[config.mk]
export PLATFORM = sky130hd
export DESIGN_NAME = multicycle_ctrl
export DESIGN_NICKNAME = d
export VERILOG_FILES = /design/src/rtl/multicycle_ctrl.sv
export SDC_FILE = /design/constraint.sdc
export NUM_CORES = 1
export LEC_CHECK = 0
export ABC_AREA = 1
export ABC_CLOCK_PERIOD_IN_PS = 2100
export BUFFER_PORTS_ARGS = -buffer_cell sky130_fd_sc_hd__buf_4
export CAP_MARGIN = 30
export CORE_MARGIN = 5
export CORE_UTILIZATION = 33
export CTS_BUF_LIST = sky130_fd_sc_hd__clkbuf_4
export DETAILED_ROUTE_END_ITERATION = 7
export HOLD_SLACK_MARGIN = 0.02
export PLACE_DENSITY_LB_ADDON = 0.12
export SLEW_MARGIN = 20
export SYNTH_ARGS = -nofsm -noshare
export SYNTH_HDL_FRONTEND = slang
export SYNTH_SLANG_ARGS = --single-unit
[constraint.sdc]
create_clock -name clk -period 2.1 [get_ports clk]
set_input_delay 0.42 -clock clk [delete_from_list [all_inputs] [get_ports clk]]
set_output_delay 0.42 -clock clk [all_outputs]
set_load 0.01 [all_outputs]
[src/rtl/multicycle_ctrl.sv]
// Multicycle processor control unit.
// Sequences FETCH -> DECODE -> EXEC -> (MEM) -> (WB) per instruction and
// drives the datapath strobes and mux selects for each step. Illegal
// opcodes park the unit in HALT until reset.
//
// Memory handshake: mem_read / mem_write act as the request (valid) and
// mem_ready is the completion (ready). A request is held asserted, and the
// FSM stays in its state, until the cycle in which mem_ready is 1; the
// access completes in that same cycle.
module multicycle_ctrl (
    input  logic        clk,
    input  logic        rst,
    input  logic [5:0]  opcode,
    input  logic        zero,
    input  logic        mem_ready,
    output logic        pc_write,
    output logic        ir_write,
    output logic        mem_read,
    output logic        mem_write,
    output logic        reg_write,
    output logic        reg_dst,
    output logic        alu_src,
    output logic        mem_to_reg,
    output logic [1:0]  pc_src,
    output logic [1:0]  alu_op,
    output logic [2:0]  state,
    output logic        halted,
    output logic        illegal,
    output logic [15:0] instr_count
);

    typedef enum logic [2:0] {
        S_FETCH  = 3'd0,
        S_DECODE = 3'd1,
        S_EXEC   = 3'd2,
        S_MEM    = 3'd3,
        S_WB     = 3'd4,
        S_HALT   = 3'd5
    } state_t;

    localparam logic [5:0] OP_R     = 6'b000000;
    localparam logic [5:0] OP_LW    = 6'b100011;
    localparam logic [5:0] OP_SW    = 6'b101011;
    localparam logic [5:0] OP_BEQ   = 6'b000100;
    localparam logic [5:0] OP_BNE   = 6'b000101;
    localparam logic [5:0] OP_ADDI  = 6'b001000;
    localparam logic [5:0] OP_ADDIU = 6'b001001;
    localparam logic [5:0] OP_ANDI  = 6'b001100;
    localparam logic [5:0] OP_ORI   = 6'b001101;
    localparam logic [5:0] OP_J     = 6'b000010;

    state_t      state_q;
    state_t      state_d;
    logic [5:0]  op_q;
    logic        illegal_q;
    logic [15:0] count_q;
    logic        retire;

    function automatic logic is_supported(input logic [5:0] op);
        case (op)
            OP_R, OP_LW, OP_SW, OP_BEQ, OP_BNE,
            OP_ADDI, OP_ADDIU, OP_ANDI, OP_ORI, OP_J: is_supported = 1'b1;
            default:                                  is_supported = 1'b0;
        endcase
    endfunction

    // Next-state selection; unused codes 6/7 recover to FETCH.
    always_comb begin
        state_d = S_FETCH;
        case (state_q)
            S_FETCH:  state_d = mem_ready ? S_DECODE : S_FETCH;
            S_DECODE: state_d = is_supported(opcode) ? S_EXEC : S_HALT;
            S_EXEC: begin
                case (op_q)
                    OP_LW, OP_SW:                            state_d = S_MEM;
                    OP_R, OP_ADDI, OP_ADDIU, OP_ANDI, OP_ORI: state_d = S_WB;
                    default:                                 state_d = S_FETCH;
                endcase
            end
            S_MEM: begin
                if (!mem_ready)       state_d = S_MEM;
                else if (op_q == OP_LW) state_d = S_WB;
                else                  state_d = S_FETCH;
            end
            S_WB:    state_d = S_FETCH;
            S_HALT:  state_d = S_HALT;
            default: state_d = S_FETCH;
        endcase
    end

    // An instruction retires when control returns to FETCH from a later step.
    assign retire = (state_d == S_FETCH) &&
                    ((state_q == S_EXEC) || (state_q == S_MEM) || (state_q == S_WB));

    // State, captured opcode, illegal flag and retired-instruction counter.
    always_ff @(posedge clk or posedge rst) begin
        if (rst) begin
            state_q   <= S_FETCH;
            op_q      <= 6'd0;
            illegal_q <= 1'b0;
            count_q   <= 16'd0;
        end else begin
            state_q <= state_d;
            if (state_q == S_DECODE) begin
                op_q <= opcode;
                if (!is_supported(opcode)) illegal_q <= 1'b1;
            end
            if (retire) count_q <= count_q + 16'd1;
        end
    end

    // Datapath controls; everything is held at 0 while rst is asserted.
    always_comb begin
        pc_write   = 1'b0;
        ir_write   = 1'b0;
        mem_read   = 1'b0;
        mem_write  = 1'b0;
        reg_write  = 1'b0;
        reg_dst    = 1'b0;
        alu_src    = 1'b0;
        mem_to_reg = 1'b0;
        pc_src     = 2'b00;
        alu_op     = 2'b00;
        if (!rst) begin
            case (state_q)
                S_FETCH: begin
                    mem_read = 1'b1;
                    if (mem_ready) begin
                        ir_write = 1'b1;
                        pc_write = 1'b1;
                        pc_src   = 2'b00;
                    end
                end
                S_EXEC: begin
                    case (op_q)
                        OP_R:              alu_op = 2'b10;
                        OP_ADDI, OP_ADDIU: alu_src = 1'b1;
                        OP_ANDI, OP_ORI: begin
                            alu_src = 1'b1;
                            alu_op  = 2'b11;
                        end
                        OP_LW, OP_SW:      alu_src = 1'b1;
                        OP_BEQ: begin
                            alu_op   = 2'b01;
                            pc_src   = 2'b01;
                            pc_write = zero;
                        end
                        OP_BNE: begin
                            alu_op   = 2'b01;
                            pc_src   = 2'b01;
                            pc_write = ~zero;
                        end
                        OP_J: begin
                            pc_src   = 2'b10;
                            pc_write = 1'b1;
                        end
                        default: ;
                    endcase
                end
                S_MEM: begin
                    if (op_q == OP_LW)      mem_read  = 1'b1;
                    else if (op_q == OP_SW) mem_write = 1'b1;
                end
                S_WB: begin
                    reg_write  = 1'b1;
                    reg_dst    = (op_q == OP_R);
                    mem_to_reg = (op_q == OP_LW);
                end
                default: ;
            endcase
        end
    end

    assign state       = state_q;
    assign halted      = (state_q == S_HALT);
    assign illegal     = illegal_q;
    assign instr_count = count_q;

endmodule

# ---- Word level (Yosys, flattened, before mapping)
# Index checks and enable logic that the tools add are counted.
dict set report classes {
  add_sub_neg 1
  n_reduce_logical 14
  n_lt_le_gt_ge 0
  n_bitwise 2
  n_shift 0
  n_eq_ne 23
  mul 0
  div_mod_pow 0
  muxes 36
}
# op n
set ops {}
lappend ops {{equality test 6 x 4 -> 1 bit (second input constant)} 8}
lappend ops {{equality test 6 x 3 -> 1 bit (second input constant)} 4}
lappend ops {{equality test 6 bit (second input constant)} 4}
lappend ops {{2-to-1 mux 1 bit} 22}
lappend ops {{adder 16 x 1 -> 16 bit (second input constant)} 1}
lappend ops {{case mux 3 bit (5 select lines)} 1}
lappend ops {{equality test 6 x 2 -> 1 bit (second input constant)} 2}
lappend ops {{logical NOT 6 bit} 2}
lappend ops {{OR reduction 10 bit} 1}
lappend ops {{2-to-1 mux 3 bit} 3}
lappend ops {{2-to-1 mux 2 bit} 4}
lappend ops {{equality test 3 x 2 -> 1 bit (second input constant)} 2}
lappend ops {{equality test 3 bit (second input constant)} 2}
lappend ops {{logical NOT 3 bit} 2}
lappend ops {{case mux 2 bit (3 select lines)} 1}
lappend ops {{case mux 3 bit (2 select lines)} 1}
lappend ops {{OR reduction 2 bit} 3}
lappend ops {{OR reduction 6 bit} 1}
lappend ops {{OR reduction 5 bit} 1}
lappend ops {{case mux 1 bit (2 select lines)} 2}
lappend ops {{case mux 2 bit (2 select lines)} 1}
lappend ops {{equality test 3 x 1 -> 1 bit (second input constant)} 1}
lappend ops {{case mux 1 bit (3 select lines)} 1}
lappend ops {{logical OR 1 bit} 2}
lappend ops {{other kinds (3)} 4}
dict set report word_totals {
  rom_bits 0
  ramBits 0
  in_bits 10
  ff_bits 26
  mem_count 0
  latch_bits 0
}

# ---- Logic depth before layout (Yosys ltp)
dict set report logic_depth {
  word_depth 8
  depth_mapped 12
}

# ---- Worst setup path before layout
# Ideal clock, no wire load.
dict set report synth_path {
  path_type {input -> output}
  startpoint {input port rst}
  endpoint {output port pc_src[0]}
  arrival_time_ns 1.630
  required_ns 1.680
  path_stages 3
  setup_slack_ns 0.050
  path_cell_list {inv_1 > nand3_1 > nor3_1}
}
dict set report synth_between {
  elab_chain_cells 1
}
# item line
set synth_rtl {}
lappend synth_rtl {{start, declared} 12} ;# input logic rst,
lappend synth_rtl {{2-to-1 mux 2 bit} 124} ;# if (!rst) begin
lappend synth_rtl {{end, declared} 24} ;# output logic [1:0] pc_src,
# Every way passes these cells.

# ---- Worst setup path in the final report
dict set report layout_path {
  startpoint {register op_q[5]}
  endpoint {output port pc_write}
}
dict set report layout_between {
  elab_chain_cells 4
  elab_cells_between_ends 6
  classes_between {eq/ne (3); mux (3)}
}
# item line
set layout_rtl {}
lappend layout_rtl {{start, declared} 54} ;# logic [5:0] op_q;
lappend layout_rtl {{start signal, assigned} 105} ;# op_q <= opcode;
lappend layout_rtl {{equality test 6 x 2 -> 1 bit / equality test 6 x 3 -> 1 bit (equally long branches)} 135} ;# case (op_q)
lappend layout_rtl {{case mux 1 bit (3 select lines) *} 135}
lappend layout_rtl {{case mux 1 bit (2 select lines) *} 125} ;# case (state_q)
lappend layout_rtl {{2-to-1 mux 1 bit *} 124}
lappend layout_rtl {{end, declared} 16} ;# output logic pc_write,
# Every way passes the cells marked *; elsewhere a longest branch is shown, timed or not.

==> results_dict.tcl <==
set metrics [dict create \
    hpwl_um 3180 \
    place_inst 342 \
    multi_input_area_um2 970 \
    maxCapViolCount 0 \
    fin_skew_ns 0.00373 \
    tightestPinTransition_ns 0.346 \
    drc 0 \
    cp_max_fo 4 \
    fill_cells 525 \
    clock.fmax_ghz 0.481 \
    wl_met1_um 2150 \
    wl_met2_um 1760 \
    cp_data_required_time_ns 1.68 \
    cts.sinks 26 \
    insertion_delay_ns 0.32 \
    drt_iter0_drc 69 \
    die-height_um 81.4 \
    cts_made_buffers 3 \
    vias 1538 \
    regArea_um2 657 \
    startpoint_type "flip-flop" \
    setup_viol 0 \
    first_global_vias 1519 \
    hold_viol_final 0 \
    fin_tns_setup_ns 0 \
    fin_crit_sh_pct 98.9 \
    diodes 0 \
    grt_pass1_wl_um 7080 \
    cp.arrival_ns 1.66 \
    firstDrtPassIters 5 \
    area_growth_pct 29.6 \
    initial_utilization_pct 33.3 \
    cp_cell_sequence "nor3_4, nand2_2, o31ai_4, nand2_1, a21oi_1, buf_4" \
    crit_family "flip-flops" \
    p_leak_nw 1.06 \
    total_power_mw 2.12 \
    fin_util_pct 43.2 \
    synthTopCellsByArea "dfrtp_1, nand2_1, nand3_1, nor2_1, inv_1" \
    power_density_nw_per_um2 973 \
    r2r_slack_ns 0.31 \
    io_pins 43 \
    maxSlewHeadroom_pct 77.0 \
    rsz0062_at_grt "true" \
    ant_nets 0 \
    cts_tree "built" \
    layout_setup_ws_ns 0.0227 \
    hp-class "primary input to asynchronous set/reset pin" \
    grt_max_degree 27 \
    met3_length_um 142 \
    final_cell_mix "nand2_1, buf_4, nand3_1, nor2_1" \
    r2r_cells 10 \
    end_kind "primary output" \
    place_congestion 0.830 \
    cp_slowest_stage_delay_ns 0.47 \
    syn_area_um2 1680 \
    holdBufCountCts 0 \
    wirelength_um 4080 \
    cp_slowest_cell "dfrtp_2" \
    startpoint "op_q[5]" \
    placeableCoreArea_um2 5040 \
    min_period_ns 2.08 \
    clock_path_buffers 2 \
    ys_seq_area_share_pct 38.7 \
    final_cell_count_no_fill 348 \
    portBuffers 42 \
    synth_fp_nets 242 \
    top_layer "met4" \
    grtUsageTotal_pct 13.6 \
    final_area_um2 2180 \
    place_area_um2 2080 \
    r2r_start "state[2]" \
    holdWs_ns 0.265 \
    cp.buffers_inverters 1 \
    antenna_found_initial 0 \
    layout_commonest_cell "nand2_1" \
    layout.nets 291 \
    place_ws_ns 0.241 \
    slew_violations 0 \
    yosys.area.top_type "dfrtp_1" \
    synth_seq_cells 26 \
    syn_inst 231 \
    die_w_um 81.4 \
    r2r-end "instr_count[11]" \
    via_per_inst 4.42 \
    die_area_um2 6620 \
    root_buffer "clkbuf_4" \
    gr-total-overflow 0 \
    synth.top_cell.area_share_pct 38.7 \
    rows 26 \
    yosysWarnings 0 \
    ir_drop_mv 0.571 \
    yosysUniqueCellTypes 28 \
    path_clk_slew_ns 0.14 \
    final_layout_size_suffix_gt1_share_pct 27.3 \
    htreeDepth 1 \
    status "finished, final reports clean" \
    synth.avg_cell_area_um2 7.28 \
    wl_per_cell_um 11.7 \
    crit_type "flip-flop to primary output" \
]
flip-flops by register name, summed over array words and instances (netlist names):
signal,count
op_q,6
state,3
instr_count,16
illegal,1
Yosys cell counts:
cell      count
dfrtp_1      26
nand4_4       1
nor2_4        2
xnor2_1       8
o21bai_1      1
nand4_1       4
nand3_1      27
nand3_2       3
o21ai_0       5
nor2_1       26
nand2_2       2
nor3_1        7
nor2_2        1
nand2_1      72
nand3b_1      1
ha_1          1
buf_4         1
a22oi_1       1
inv_2         1
nor3_2        1
o21a_1        1
o31ai_1       1
buf_2         2
a21oi_1       5
buf_6         1
xor2_1        7
inv_1        21
nand2_4       2
routing by layer:
metal	up-vias	GRT usage, %
met3	2	1.88
met4	0	4.05
li1	841	-
met2	27	21.6
met1	668	19.0
met5	-	0
tightest hold or removal path, stage by stage:
cell	delay (ns)
buf_4	0.12
inv_1	0.11
buf_4	0.35
timing repair:
item,CTS,global route
resized for setup,5,11
setup buffers,0,3
pin swaps,0,2
setup endpoints to repair,3,4
kinds of logic (layout without fill, tap and decap cells):
kind of cell / count (synthesis) / after routing / synth area share, %
flops: 26 / 26 / 38.7
simple gates: 149 / 149 / 41.4
buf+inv: 26 / 73 / 6.62
xor+xnor: 15 / 15 / 7.81
compound gates: 14 / 14 / 4.76
fa+ha+maj: 1 / 1 / 0.744
worst max path at each step:
stage	endpoint	slack (ns)	cells past startpoint
3_3_place_gp	pc_write	0.25	6
4_1_cts	pc_write	-0.02	6
2_1_floorplan	pc_src[0]	0.05	3
3_5_place_dp	pc_write	0.24	6
6_report	pc_write	0.02	6
5_1_grt	pc_write	-0.09	6
power by group:
part           leakage (nW)  switching, mW  internal (mW)
Combinational         0.708          0.657          0.433
Sequential            0.334          0.194          0.626
Clock                0.0138          0.145         0.0672
layout make-up:
cell class,instances,area share [%]
Multi-Input combinational cell,179,44.5
Sequential cell,26,30.1
Timing Repair Buffer,48,16.5
Tap cell,70,4.02
Inverter,22,3.79
Clock buffer,3,1.03
(Power assumes the default switching activity.)
